**config.mk**
```make
export PLATFORM = sky130hd
export DESIGN_NAME = apb_core_master
export DESIGN_NICKNAME = d
export VERILOG_FILES = /design/src/rtl/apb_core_master_pkg.sv /design/src/rtl/apb_core_master.sv
export SDC_FILE = /design/constraint.sdc
export NUM_CORES = 1
export LEC_CHECK = 0
export ABC_AREA = 1
export CELL_PAD_IN_SITES_DETAIL_PLACEMENT = 0
export CELL_PAD_IN_SITES_GLOBAL_PLACEMENT = 1
export CORE_MARGIN = 2
export CORE_UTILIZATION = 33
export CTS_BUF_LIST = sky130_fd_sc_hd__clkbuf_4
export DETAILED_ROUTE_END_ITERATION = 8
export PLACE_DENSITY = 0.86
export SLEW_MARGIN = 20
export SYNTH_ARGS = -nofsm -noshare
export SYNTH_HDL_FRONTEND = slang
export SYNTH_SLANG_ARGS = --single-unit
```
**constraint.sdc**
```tcl
create_clock -name clk -period 3.2 [get_ports clk]
set_clock_uncertainty 0.05 [all_clocks]
set_input_delay 0.32 -clock clk [delete_from_list [all_inputs] [get_ports clk]]
set_output_delay 0.32 -clock clk [all_outputs]
set_load 0.1 [all_outputs]
```
**src/rtl/apb_core_master_pkg.sv**
```systemverilog
// Shared defaults and helpers for the APB core master.
package apb_core_master_pkg;

  localparam int DEF_ADDR_WIDTH     = 16;
  localparam int DEF_DATA_WIDTH     = 16;
  localparam int DEF_TIMEOUT_CYCLES = 255;

  // Ceiling log2 that never returns zero, so counters keep at least one bit.
  function automatic int clog2_min1(input int value);
    int w;
    w = 0;
    while ((1 << w) < value) w++;
    return (w < 1) ? 1 : w;
  endfunction

endpackage

```
**src/rtl/apb_core_master.sv**
```systemverilog
// Single-outstanding APB master: turns core requests into SETUP/ACCESS
// transfers and returns a one-cycle response, with optional wait timeout.
module apb_core_master
  import apb_core_master_pkg::*;
#(
  parameter int ADDR_WIDTH     = DEF_ADDR_WIDTH,
  parameter int DATA_WIDTH     = DEF_DATA_WIDTH,
  parameter int TIMEOUT_CYCLES = DEF_TIMEOUT_CYCLES
) (
  input  logic                  clk,
  input  logic                  reset,
  input  logic                  req_valid,
  input  logic                  req_write,
  input  logic [ADDR_WIDTH-1:0] req_addr,
  input  logic [DATA_WIDTH-1:0] req_wdata,
  output logic                  req_ready,
  output logic                  rsp_valid,
  output logic [DATA_WIDTH-1:0] rsp_rdata,
  output logic                  rsp_err,
  output logic [ADDR_WIDTH-1:0] M_PADDR,
  output logic                  M_PWRITE,
  output logic                  M_PSELx,
  output logic                  M_PENABLE,
  output logic [DATA_WIDTH-1:0] M_PWDATA,
  input  logic [DATA_WIDTH-1:0] M_PRDATA,
  input  logic                  M_PREADY
);

  localparam logic [1:0] ST_IDLE   = 2'd0;
  localparam logic [1:0] ST_SETUP  = 2'd1;
  localparam logic [1:0] ST_ACCESS = 2'd2;

  localparam int CNT_W = clog2_min1(TIMEOUT_CYCLES + 1);
  localparam bit TIMEOUT_EN = (TIMEOUT_CYCLES != 0);
  // The final ACCESS cycle is the one in which the counter still holds
  // TIMEOUT_CYCLES-1; the abort lands at the edge that ends it.
  localparam logic [CNT_W-1:0] CNT_LAST =
    CNT_W'((TIMEOUT_CYCLES == 0) ? 0 : TIMEOUT_CYCLES - 1);

  logic [1:0]       state;
  logic [CNT_W-1:0] wait_cnt;
  logic             accept;
  logic             timeout_hit;

  assign req_ready   = (state == ST_IDLE) && !reset;
  assign accept      = req_valid && req_ready;
  assign timeout_hit = TIMEOUT_EN && (wait_cnt == CNT_LAST);
  assign M_PSELx     = (state == ST_SETUP) || (state == ST_ACCESS);
  assign M_PENABLE   = (state == ST_ACCESS);

  always_ff @(posedge clk) begin
    if (reset) begin
      state     <= ST_IDLE;
      wait_cnt  <= '0;
      M_PADDR   <= '0;
      M_PWRITE  <= 1'b0;
      M_PWDATA  <= '0;
      rsp_valid <= 1'b0;
      rsp_err   <= 1'b0;
      rsp_rdata <= '0;
    end else begin
      rsp_valid <= 1'b0;
      case (state)
        ST_IDLE: begin
          if (accept) begin
            state    <= ST_SETUP;
            wait_cnt <= '0;
            M_PADDR  <= req_addr;
            M_PWRITE <= req_write;
            M_PWDATA <= req_wdata;
          end
        end
        ST_SETUP: state <= ST_ACCESS;
        ST_ACCESS: begin
          // PREADY takes priority over a timeout reached in the same cycle.
          if (M_PREADY) begin
            state     <= ST_IDLE;
            rsp_valid <= 1'b1;
            rsp_err   <= 1'b0;
            rsp_rdata <= M_PWRITE ? '0 : M_PRDATA;
          end else if (timeout_hit) begin
            state     <= ST_IDLE;
            rsp_valid <= 1'b1;
            rsp_err   <= 1'b1;
            rsp_rdata <= '0;
          end else if (wait_cnt != '1) begin
            wait_cnt <= wait_cnt + CNT_W'(1);
          end
        end
        default: state <= ST_IDLE;
      endcase
    end
  end

endmodule

```
==> results of run 1 <==
==> metrics by stage <==
stage	cells	setup slack, ns	hold WS (ns)
2_1_floorplan	326	0.928	0.380
3_3_place_gp	521	1.01	0.399
3_5_place_dp	521	0.979	0.405
4_1_cts	537	0.856	0.387
5_1_grt	537	0.743	0.365
6_report	537	0.911	0.405
==> layer usage <==
metal / up-vias / global-route usage [%]
li1: 1248 / -
met1: 1060 / 17.4
met2: 78 / 24.0
met3: 6 / 8.05
met4: 0 / 4.10
met5: - / 0
==> synthesized netlist by cell type <==
library cell,n
a21oi_1,25
a21oi_2,1
a21oi_4,1
buf_1,3
buf_4,5
buf_6,2
clkbuf_1,5
dfxtp_1,61
ha_1,6
inv_1,15
inv_2,2
inv_4,2
nand2_1,123
nand2_2,2
nand2_4,1
nand2_8,2
nand3_1,41
nand3_2,1
nand3_4,1
nand4_1,1
nor2_1,14
nor2_2,2
nor2_4,2
nor2_8,1
nor3b_1,1
o21ai_0,2
o21ai_1,1
o21ai_4,1
o21bai_2,1
xor2_1,1
==> how the worst max path moves through the flow <==
stage	cells after the start	startpoint	end	slack, ns
2_1_floorplan	8	state[0]$_SDFFE_PP0P_	M_PWRITE$_SDFFE_PP0P_	0.93
3_3_place_gp	9	reset	wait_cnt[5]$_SDFFE_PP0P_	1.01
3_5_place_dp	7	reset	wait_cnt[3]$_SDFFE_PP0P_	0.98
4_1_cts	3	state[0]$_SDFFE_PP0P_	M_PENABLE	0.86
5_1_grt	3	state[0]$_SDFFE_PP0P_	M_PENABLE	0.74
6_report	3	state[0]$_SDFFE_PP0P_	M_PENABLE	0.91
==> layout by cell type (no fill, tap or decap) <==
master	synthesis	layout
clkinv_1	0	1
nor2_8	1	1
nand2_2	2	2
nor3b_1	1	1
inv_2	2	2
o21ai_0	2	2
ha_1	6	6
inv_1	15	15
nand3_4	1	1
bufinv_16	0	2
nor2_1	14	14
clkdlybuf4s50_1	0	102
clkinv_2	0	1
o21bai_2	1	1
o21ai_4	1	1
nor2_4	2	2
nand2_1	123	123
nand3_1	41	41
o21ai_1	1	1
nand2_8	2	2
nand4_1	1	1
inv_6	0	1
inv_4	2	2
nand2_4	1	1
xor2_1	1	1
nor2_2	2	2
nand3_2	1	1
dfxtp_1	61	61
clkbuf_4	0	10
buf_4	5	6
a21oi_2	1	1
a21oi_4	1	1
a21oi_1	25	25
clkinv_4	0	1
==> cell families after synthesis <==
kind of cell	count (synthesis)
compound gates	32
fa+ha+maj	6
xor+xnor	1
buf+inv	34
flops	61
simple gates	192
==> area by class of cell <==
class,count,share of cell area [%]
clock buffer,10,1.97
inverter,19,2.00
timing repair buffer,108,28.0
clock inverter,6,2.27
sequential,61,32.1
tap,102,3.35
multi-input combinational,231,30.4
==> worst max-delay path, delay by kind of cell, from the launching register on <==
| family | cells | cell delay (ns) |
|---|---|---|
| adder cells (fa/ha/maj) | 1 | 0.66 |
| buffers and inverters | 2 | 0.53 |
| flip-flops | 1 | 0.35 |
==> sequential cells by signal (all words and copies together) (netlist names) <==
name / cells
M_PWRITE: 1
M_PWDATA: 16
rsp_valid: 1
state: 2
rsp_rdata: 16
M_PADDR: 16
wait_cnt: 8
rsp_err: 1
==> where the power goes <==
part,switching (uW),internal [uW],leakage (uW)
Clock,284,326,0.0000884
Sequential,41.2,833,0.000498
Combinational,798,266,0.000958
==> run_results.csv, run 1 <==
group,metric,value,unit
die,die_width,91.8,um
finish,multiInputGateArea,1160,um^2
finish,fin_area,3810,um^2
worst_setup_path,crit_path_max_fanout,11,
cts,ctsLongestPathBuffers,2,
worst_hold_path,hold-path-endpoint,"M_PADDR[4]$_SDFFE_PP0P_",
cts,ctsRootBufferMaster,"clkbuf_4",
logic_synthesis,synthDominantAreaCellType,"dfxtp_1",
finish,post_route_utilization,50.1,%
worst_hold_path,min_from,"req_addr[4]",
run,timing.max_cap.violations,0,
worst_setup_path,worst-r2r-setup-slack,1.27,ns
placement,gp_routability_congestion,0.789,
routing,routedLengthMet1,2700,um
placement,placed_inst_area,3650,um^2
logic_synthesis,seq_area_frac_synth,48.0,%
logic_synthesis,compound_gate_fraction_of_synth_area,7.58,%
die,chipHeight,91.8,um
placement,io_buffers,106,
sta,fmaxAchievable,437,MHz
status,run_status,"complete, no violations",
routing,drc_errors,0,
logic_synthesis,yosys.cell_types.count,30,
worst_hold_path,whs_path_depth,3,
worst_hold_path,worst_hold_path_type,"in2reg",
routing,num_vias,2392,
logic_synthesis,synthSimpleGateAreaFrac,34.6,%
power,power_density_relative_to_cell_area,669,nW/um^2
die,core_area,7610,um^2
sta,final_min_period_over_clock_period,71.5,%
sta,report.final.slew_viol_count,0,
routing,drtPass1Iterations,4,
sta,report.final.setup_viol,0,
routing,wl_per_cell,11.3,um
cts,clock_sinks,61,
finish,seqCellArea,1220,um^2
logic_synthesis,post_synth_instance_area,2540,um^2
routing,dr.max_layer_used,"met4",
worst_setup_path,cpPeakStageDelay,0.66,ns
routing,route.final.wire_length,6080,um
worst_setup_path,critical_path_start_type,"flip-flop",
routing,wl_met3,663,um
routing,postRouteAntennaNets,0,
worst_setup_path,cell_chain_critical_path,"inv_1, ha_1, buf_4",
placement,hpwlAfterDp,4290,um
cts,worstSkewPairLatency,0.39,ns
logic_synthesis,synth-adder-area-share,2.95,%
global_routing,grt_first_pass_wirelength,10300,um
die,initial_core_util,33.4,%
worst_setup_path,critical_path_required,2.83,ns
sta,final.setup.tns,0,ns
worst_setup_path,crit_path_category,"reg2out",
worst_setup_path,worst_r2r_endpoint,"wait_cnt[3]$_SDFFE_PP0P_",
sta,timing.max_slew.rel_slack,32.9,%
logic_synthesis,synth_xor_xnor_area_share,0.344,%
worst_setup_path,timing.critical_path.slowest_stage_cell,"ha_1",
finish,syn2layout_area_growth,49.7,%
power,peakVddDrop,393,uV
worst_setup_path,data_arrival_at_the_endpoint_of_the_critical_path,1.92,ns
finish,layout_nets,489,
routing,met2WireLength,2660,um
global_routing,overall_global_routing_usage,15.0,%
sta,worst_pin_slew,1.00,ns
cts,cts_max_level,3,
sta,min_period,2.29,ns
cts,clkTransAtPathRegs,0.12,ns
worst_setup_path,timing.rr.start,"state[0]$_SDFFE_PP0P_",
power,fin_total_pwr,2550,uW
cts,cts_made_buffers,9,
cts,post_cts_resize_count,0,
global_routing,grt_antenna_before_repair,0,
global_routing,number_of_global_route_vias_before_repair,2322,
logic_synthesis,synthesis.nets,385,
logic_synthesis,combinational_family_with_the_most_area_after_synthesis,"simple AND/OR/NAND/NOR gates",
logic_synthesis,muxShareOfSynthArea,0,%
logic_synthesis,synth-seq-cells,61,
worst_setup_path,r2r.worst_path.cells,7,
global_routing,largest_net_degree_at_the_start_of_global_routing,38,
logic_synthesis,post_synth_inst_count,326,
worst_setup_path,category_of_the_worst_setup_path_capture_point,"output pin",
finish,num-fill-cells,762,
die,dieArea,8430,um^2
cts,cts.hold.buffers_added,0,
cts,post-cts-setup-buffers,0,
sta,finalHoldViolations,0,
routing,drtIter0Drc,69,
sta,rsz0062_at_grt,"false",
power,power.leakage,0.00154,uW
global_routing,grt.overflow.total,0,
routing,avgViaCountPerCell,4.45,
logic_synthesis,synthDominantCellAreaShare,48.0,%
die,design.portCount,107,
finish,drive_gt1_share,9.43,%
logic_synthesis,yosys_warnings,0,
die,rows,32,
logic_synthesis,syn-mean-instance-area,7.80,um^2
finish,n_antenna_cell,0,
cts,cts_tree,"done",
logic_synthesis,ys_top_cells_by_area,"dfxtp_1 (48%), nand2_1 (18%), nand3_1 (8.1%), a21oi_1 (4.9%), ha_1 (3.0%)",
Note: power is estimated with default switching activity, not from simulation.
==> run 2: changes to the inputs <==
Settings changed: CORE_UTILIZATION 33 to 31, PLACE_DENSITY 0.86 to 0.82.
Clock period 3.2 ns to 2.4 ns, I/O delays scaled along.
==> run 2 against run 1 <==
Net effect: via count decreased by 0.17%; sequential power increased by 34%; combinational power increased by 33%; cell count increased by 0.93%; worst setup slack got worse by 0.59 ns; register-to-register slack got worse by 0.80 ns; routed wire length increased by 1.1%; utilization decreased by 4.0 points; critical endpoint unchanged.
==> run_results.csv, run 2 (synthesis results as in run 1) <==
group,metric,value,unit
status,run_status,"complete, no violations",
finish,layout_nets,491,
routing,postRouteAntennaNets,0,
finish,mostFrequentLayoutCells,"nand2_1 (123), dfxtp_1 (61), buf_4 (56)",
worst_setup_path,critical_path_start_type,"flip-flop",
global_routing,grt_first_pass_wirelength,9940,um
worst_hold_path,hold-path-endpoint,"M_PWDATA[5]$_SDFFE_PP0P_",
finish,drive_gt1_share,21.5,%
power,power_density_relative_to_cell_area,914,nW/um^2
die,die_width,94.6,um
cts,post-cts-setup-buffers,0,
worst_setup_path,worst_r2r_endpoint,"wait_cnt[2]$_SDFFE_PP0P_",
die,chipHeight,94.6,um
global_routing,fraction_of_met2_tracks_used_by_global_routing,20.4,%
placement,dp_slack,0.494,ns
finish,instances_no_fill,542,
worst_setup_path,timing.critical_path.slowest_stage_cell,"ha_1",
cts,worstSkewPairLatency,0.40,ns
cts,cts.hold.buffers_added,0,
worst_setup_path,data_arrival_at_the_endpoint_of_the_critical_path,1.79,ns
power,peakVddDrop,503,uV
sta,finalHoldViolations,0,
worst_setup_path,timing.rr.start,"state[0]$_SDFFE_PP0P_",
placement,place.detailed.instances,526,
cts,clkTransAtPathRegs,0.11,ns
global_routing,grt.busiest_layer,"met2",
worst_setup_path,r2r.worst_path.cells,8,
worst_setup_path,cell_chain_critical_path,"inv_1, ha_1, buf_12",
sta,rsz0062_at_grt,"false",
cts,clock_sinks,61,
finish,syn2layout_area_growth,46.6,%
worst_setup_path,worst-r2r-setup-slack,0.47,ns
global_routing,grt_antenna_before_repair,0,
routing,num_vias,2388,
global_routing,number_of_global_route_vias_before_repair,2162,
global_routing,largest_net_degree_at_the_start_of_global_routing,37,
cts,cts_max_level,3,
sta,final_min_period_over_clock_period,86.6,%
sta,worst_pin_slew,0.757,ns
worst_hold_path,worst_hold_path_type,"in2reg",
die,design.portCount,107,
finish,largest_registers_ranked_by_flip_flop_count,"M_PADDR (16), M_PWDATA (16), rsp_rdata (16)",
sta,timing.max_slew.rel_slack,49.5,%
routing,drtPass1Iterations,4,
routing,drc_errors,0,
routing,drtIter0Drc,60,
placement,hpwlAfterDp,4410,um
worst_setup_path,crit_path_category,"reg2out",
die,dieArea,8950,um^2
power,fin_total_pwr,3410,uW
worst_hold_path,whs_path_depth,3,
cts,cts_tree,"done",
global_routing,overall_global_routing_usage,14.2,%
routing,wl_per_cell,11.3,um
routing,route.final.wire_length,6140,um
global_routing,grt.overflow.total,0,
power,power.leakage,0.00165,uW
worst_setup_path,kind_of_cell_adding_the_most_delay_to_the_critical_path,"adder cells",
run,timing.max_cap.violations,0,
die,initial_core_util,31.4,%
sta,final.setup.worst_slack,0.321,ns
sta,min_period,2.08,ns
cts,ctsRootBufferMaster,"clkbuf_4",
sta,fmaxAchievable,481,MHz
finish,n_antenna_cell,0,
global_routing,grt_met1_usage,18.1,%
sta,final.setup.tns,0,ns
placement,gp_routability_congestion,0.818,
cts,cts_made_buffers,9,
worst_setup_path,cpPeakStageDelay,0.66,ns
worst_setup_path,critical_path_buf_inv_count,2,
worst_setup_path,category_of_the_worst_setup_path_capture_point,"output pin",
die,core_area,8090,um^2
worst_setup_path,critical_path_required,2.11,ns
finish,post_route_utilization,46.1,%
placement,io_buffers,106,
finish,final_common_cell,"nand2_1",
worst_setup_path,crit_path_max_fanout,11,
sta,report.final.slew_viol_count,0,
cts,post_cts_resize_count,0,
die,rows,33,
worst_hold_path,min_from,"req_wdata[5]",
cts,ctsLongestPathBuffers,2,
global_routing,grtUsageMet3,7.02,%
sta,report.final.setup_viol,0,
routing,avgViaCountPerCell,4.41,
[run 2: through the flow]
stage	hold slack (ns)	instance area [um^2]
final	0.315	3730
after global routing	0.299	3730
after CTS	0.273	3730
after detailed placement	0.406	3570
after global placement	0.401	3570
after floorplan	0.300	2540
[run 2: tightest hold or removal path: stages]
cell and delay, ns:
clkdlybuf4s50_1 0.39, nand2_1 0.06, nand2_1 0.05
[run 2: report_power, final]
part | switching [uW] | leakage [uW] | internal, uW
Combinational | 1070 | 0.00107 | 342
Sequential | 56.0 | 0.000498 | 1110
Clock | 373 | 0.0000875 | 457
[run 2: layout make-up]
type	count	area [um^2]
Clock inverter	4	72.6
Inverter	19	76.3
Clock buffer	12	90.1
Tap cell	105	131
Multi-Input combinational cell	231	1160
Fill cell	840	4360
Sequential cell	61	1220
Timing Repair Buffer	110	981
[run 2: worst max path at each step]
stage                          start                       end  depth (start not counted)
6_report       state[0]$_SDFFE_PP0P_                 M_PENABLE                          3
4_1_cts        state[0]$_SDFFE_PP0P_                 M_PENABLE                          3
3_5_place_dp   state[0]$_SDFFE_PP0P_  wait_cnt[2]$_SDFFE_PP0P_                          8
2_1_floorplan  state[0]$_SDFFE_PP0P_     M_PWRITE$_SDFFE_PP0P_                          8
3_3_place_gp   state[0]$_SDFFE_PP0P_  wait_cnt[3]$_SDFFE_PP0P_                          7
5_1_grt        state[0]$_SDFFE_PP0P_                 M_PENABLE                          3
[run 2: metal layers]
metal | share of wire, % | vias to the layer above
met5 | 0 | -
met3 | 9.7 | 10
li1 | - | 1253
met1 | 46 | 1040
met4 | 1.2 | 0
met2 | 43 | 85
==> run 3: changes to the inputs <==
Settings changed: GPL_TIMING_DRIVEN set to 0.
==> run 3 against run 2 <==
Net effect: flip-flop and latch count unchanged; worst setup slack worse by 0.24 ns; combinational power barely moved; sequential share of layout area decreased by 1.4 points; first-iteration DRC count rose by 3.3%; global-route usage grew 0.63 points; register-to-register slack better by 0.25 ns; fmax decreased by 10%; power up 1.4%; non-clock buffer count is 11 higher; utilization rose by 2.1 points; largest cell class unchanged; largest power group unchanged.
==> run_results.csv, run 3 (synthesis results as in run 1) <==
group,metric,value,unit
worst_hold_path,whs_path_depth,3,
worst_setup_path,critical_path_required,2.11,ns
sta,final_min_period_over_clock_period,96.5,%
worst_setup_path,critical_path_depth,1,
sta,timing.max_slew.rel_slack,32.9,%
finish,mostFrequentLayoutCells,"nand2_1 (123), clkdlybuf4s50_1 (102), dfxtp_1 (61)",
run,timing.max_cap.violations,0,
worst_hold_path,worst_hold_path_type,"in2reg",
die,core_area,8090,um^2
worst_setup_path,crit_path_category,"reg2out",
global_routing,overall_global_routing_usage,14.8,%
die,dieArea,8950,um^2
cts,ctsRootBufferMaster,"clkbuf_4",
finish,largest_registers_ranked_by_flip_flop_count,"M_PADDR (16), M_PWDATA (16), rsp_rdata (16)",
worst_setup_path,critical_path_buf_inv_count,1,
die,die_width,94.6,um
routing,avgViaCountPerCell,4.46,
global_routing,number_of_global_route_vias_before_repair,2349,
routing,drtPass1Iterations,6,
finish,n_antenna_cell,0,
placement,hpwlAfterDp,4670,um
sta,min_period,2.32,ns
power,power_density_relative_to_cell_area,886,nW/um^2
sta,fmaxAchievable,432,MHz
cts,cts_max_level,3,
worst_setup_path,crit_path_max_fanout,3,
worst_setup_path,r2r.worst_path.cells,8,
routing,route.final.wire_length,6340,um
finish,seqCellArea,1220,um^2
finish,syn2layout_area_growth,53.4,%
sta,report.final.slew_viol_count,0,
worst_setup_path,data_arrival_at_the_endpoint_of_the_critical_path,2.03,ns
power,peakVddDrop,424,uV
routing,drc_errors,0,
worst_setup_path,timing.critical_path.slowest_stage_cell,"clkdlybuf4s50_1",
global_routing,grt_antenna_before_repair,0,
finish,drive_gt1_share,9.82,%
sta,rsz0062_at_grt,"false",
placement,io_buffers,105,
worst_setup_path,cell_chain_critical_path,"clkdlybuf4s50_1",
cts,cts_tree,"done",
sta,finalHoldViolations,0,
die,initial_core_util,31.4,%
global_routing,largest_net_degree_at_the_start_of_global_routing,12,
placement,gp_routability_congestion,0.756,
global_routing,grt_first_pass_wirelength,10400,um
cts,post-cts-setup-buffers,0,
power,fin_total_pwr,3460,uW
finish,num-fill-cells,838,
sta,final.setup.tns,0,ns
die,rows,33,
routing,num_vias,2466,
sta,report.final.setup_viol,0,
sta,worst_pin_slew,1.00,ns
routing,postRouteAntennaNets,0,
finish,final_common_cell,"nand2_1",
worst_setup_path,kind_of_cell_adding_the_most_delay_to_the_critical_path,"buffers and inverters",
global_routing,grt.overflow.total,0,
cts,clkTransAtPathRegs,0.11,ns
worst_setup_path,critical_path_start_type,"flip-flop",
finish,layout_nets,502,
cts,cts_made_buffers,9,
die,design.portCount,107,
cts,worstSkewPairLatency,0.41,ns
cts,ctsLongestPathBuffers,2,
status,run_status,"complete, no violations",
die,chipHeight,94.6,um
finish,multiInputGateArea,1160,um^2
power,power.leakage,0.00158,uW
cts,clock_sinks,61,
worst_setup_path,cpPeakStageDelay,1.19,ns
routing,wl_per_cell,11.5,um
worst_setup_path,category_of_the_worst_setup_path_capture_point,"output pin",
routing,drtIter0Drc,62,
run 3: cell type report:
type / instances / share of cell area (%)
flip-flops and latches: 61 / 31.3
multi-input cells: 231 / 29.6
repair buffers: 106 / 27.2
well taps: 105 / 3.37
plain buffers: 15 / 2.31
clock inverters: 5 / 2.15
clock buffers: 11 / 2.12
inverters: 19 / 1.96
run 3: where the power goes:
| part | switching (uW) | internal, uW | leakage, uW |
|---|---|---|---|
| Sequential | 55.1 | 1110 | 0.000498 |
| Combinational | 1070 | 368 | 0.000999 |
| Clock | 399 | 450 | 0.0000837 |
| Total | 1530 | 1930 | 0.00158 |
run 3: routing by layer:
metal / global-route usage, % / up-vias / wire length (um) / part of all wire (%)
met1: 17.6 / 1094 / 2760 / 44
met4: 6.04 / 0 / 91 / 1.4
met3: 7.82 / 8 / 679 / 11
li1: - / 1276 / - / -
met5: 0 / - / 0 / 0
met2: 22.3 / 88 / 2810 / 44
run 3: final timing paths:
check	startpoint	to	slack (ns)
setup / recovery	M_PWRITE$_SDFFE_PP0P_	M_PWRITE	0.08
setup reg to reg	state[0]$_SDFFE_PP0P_	M_PWDATA[7]$_SDFFE_PP0P_	0.72
hold reg to reg	rsp_rdata[10]$_SDFFE_PP0P_	rsp_rdata[10]$_SDFFE_PP0P_	0.42
hold / removal	req_wdata[12]	M_PWDATA[12]$_SDFFE_PP0P_	0.31
run 3: per-stage QoR:
stage	hold slack [ns]	instance area (um^2)	utilization, %	setup WS [ns]	std cells
floorplan	0.300	2540	-	0.128	326
global placement	0.397	3730	46.0	0.109	536
detailed placement	0.403	3730	46.0	0.113	536
CTS	0.000133	3890	48.1	0.0547	552
global route	0.288	3900	48.2	0.00443	553
finish	0.308	3900	48.2	0.0830	553
run 3: repair_timing:
| action | 4_1_cts | 5_1_grt |
|---|---|---|
| setup endpoints to repair | 3 | 0 |
| endpoints found under the hold margin | 0 | 1 |
| hold buffers | 0 | 1 |
| resized for setup | 5 | 0 |
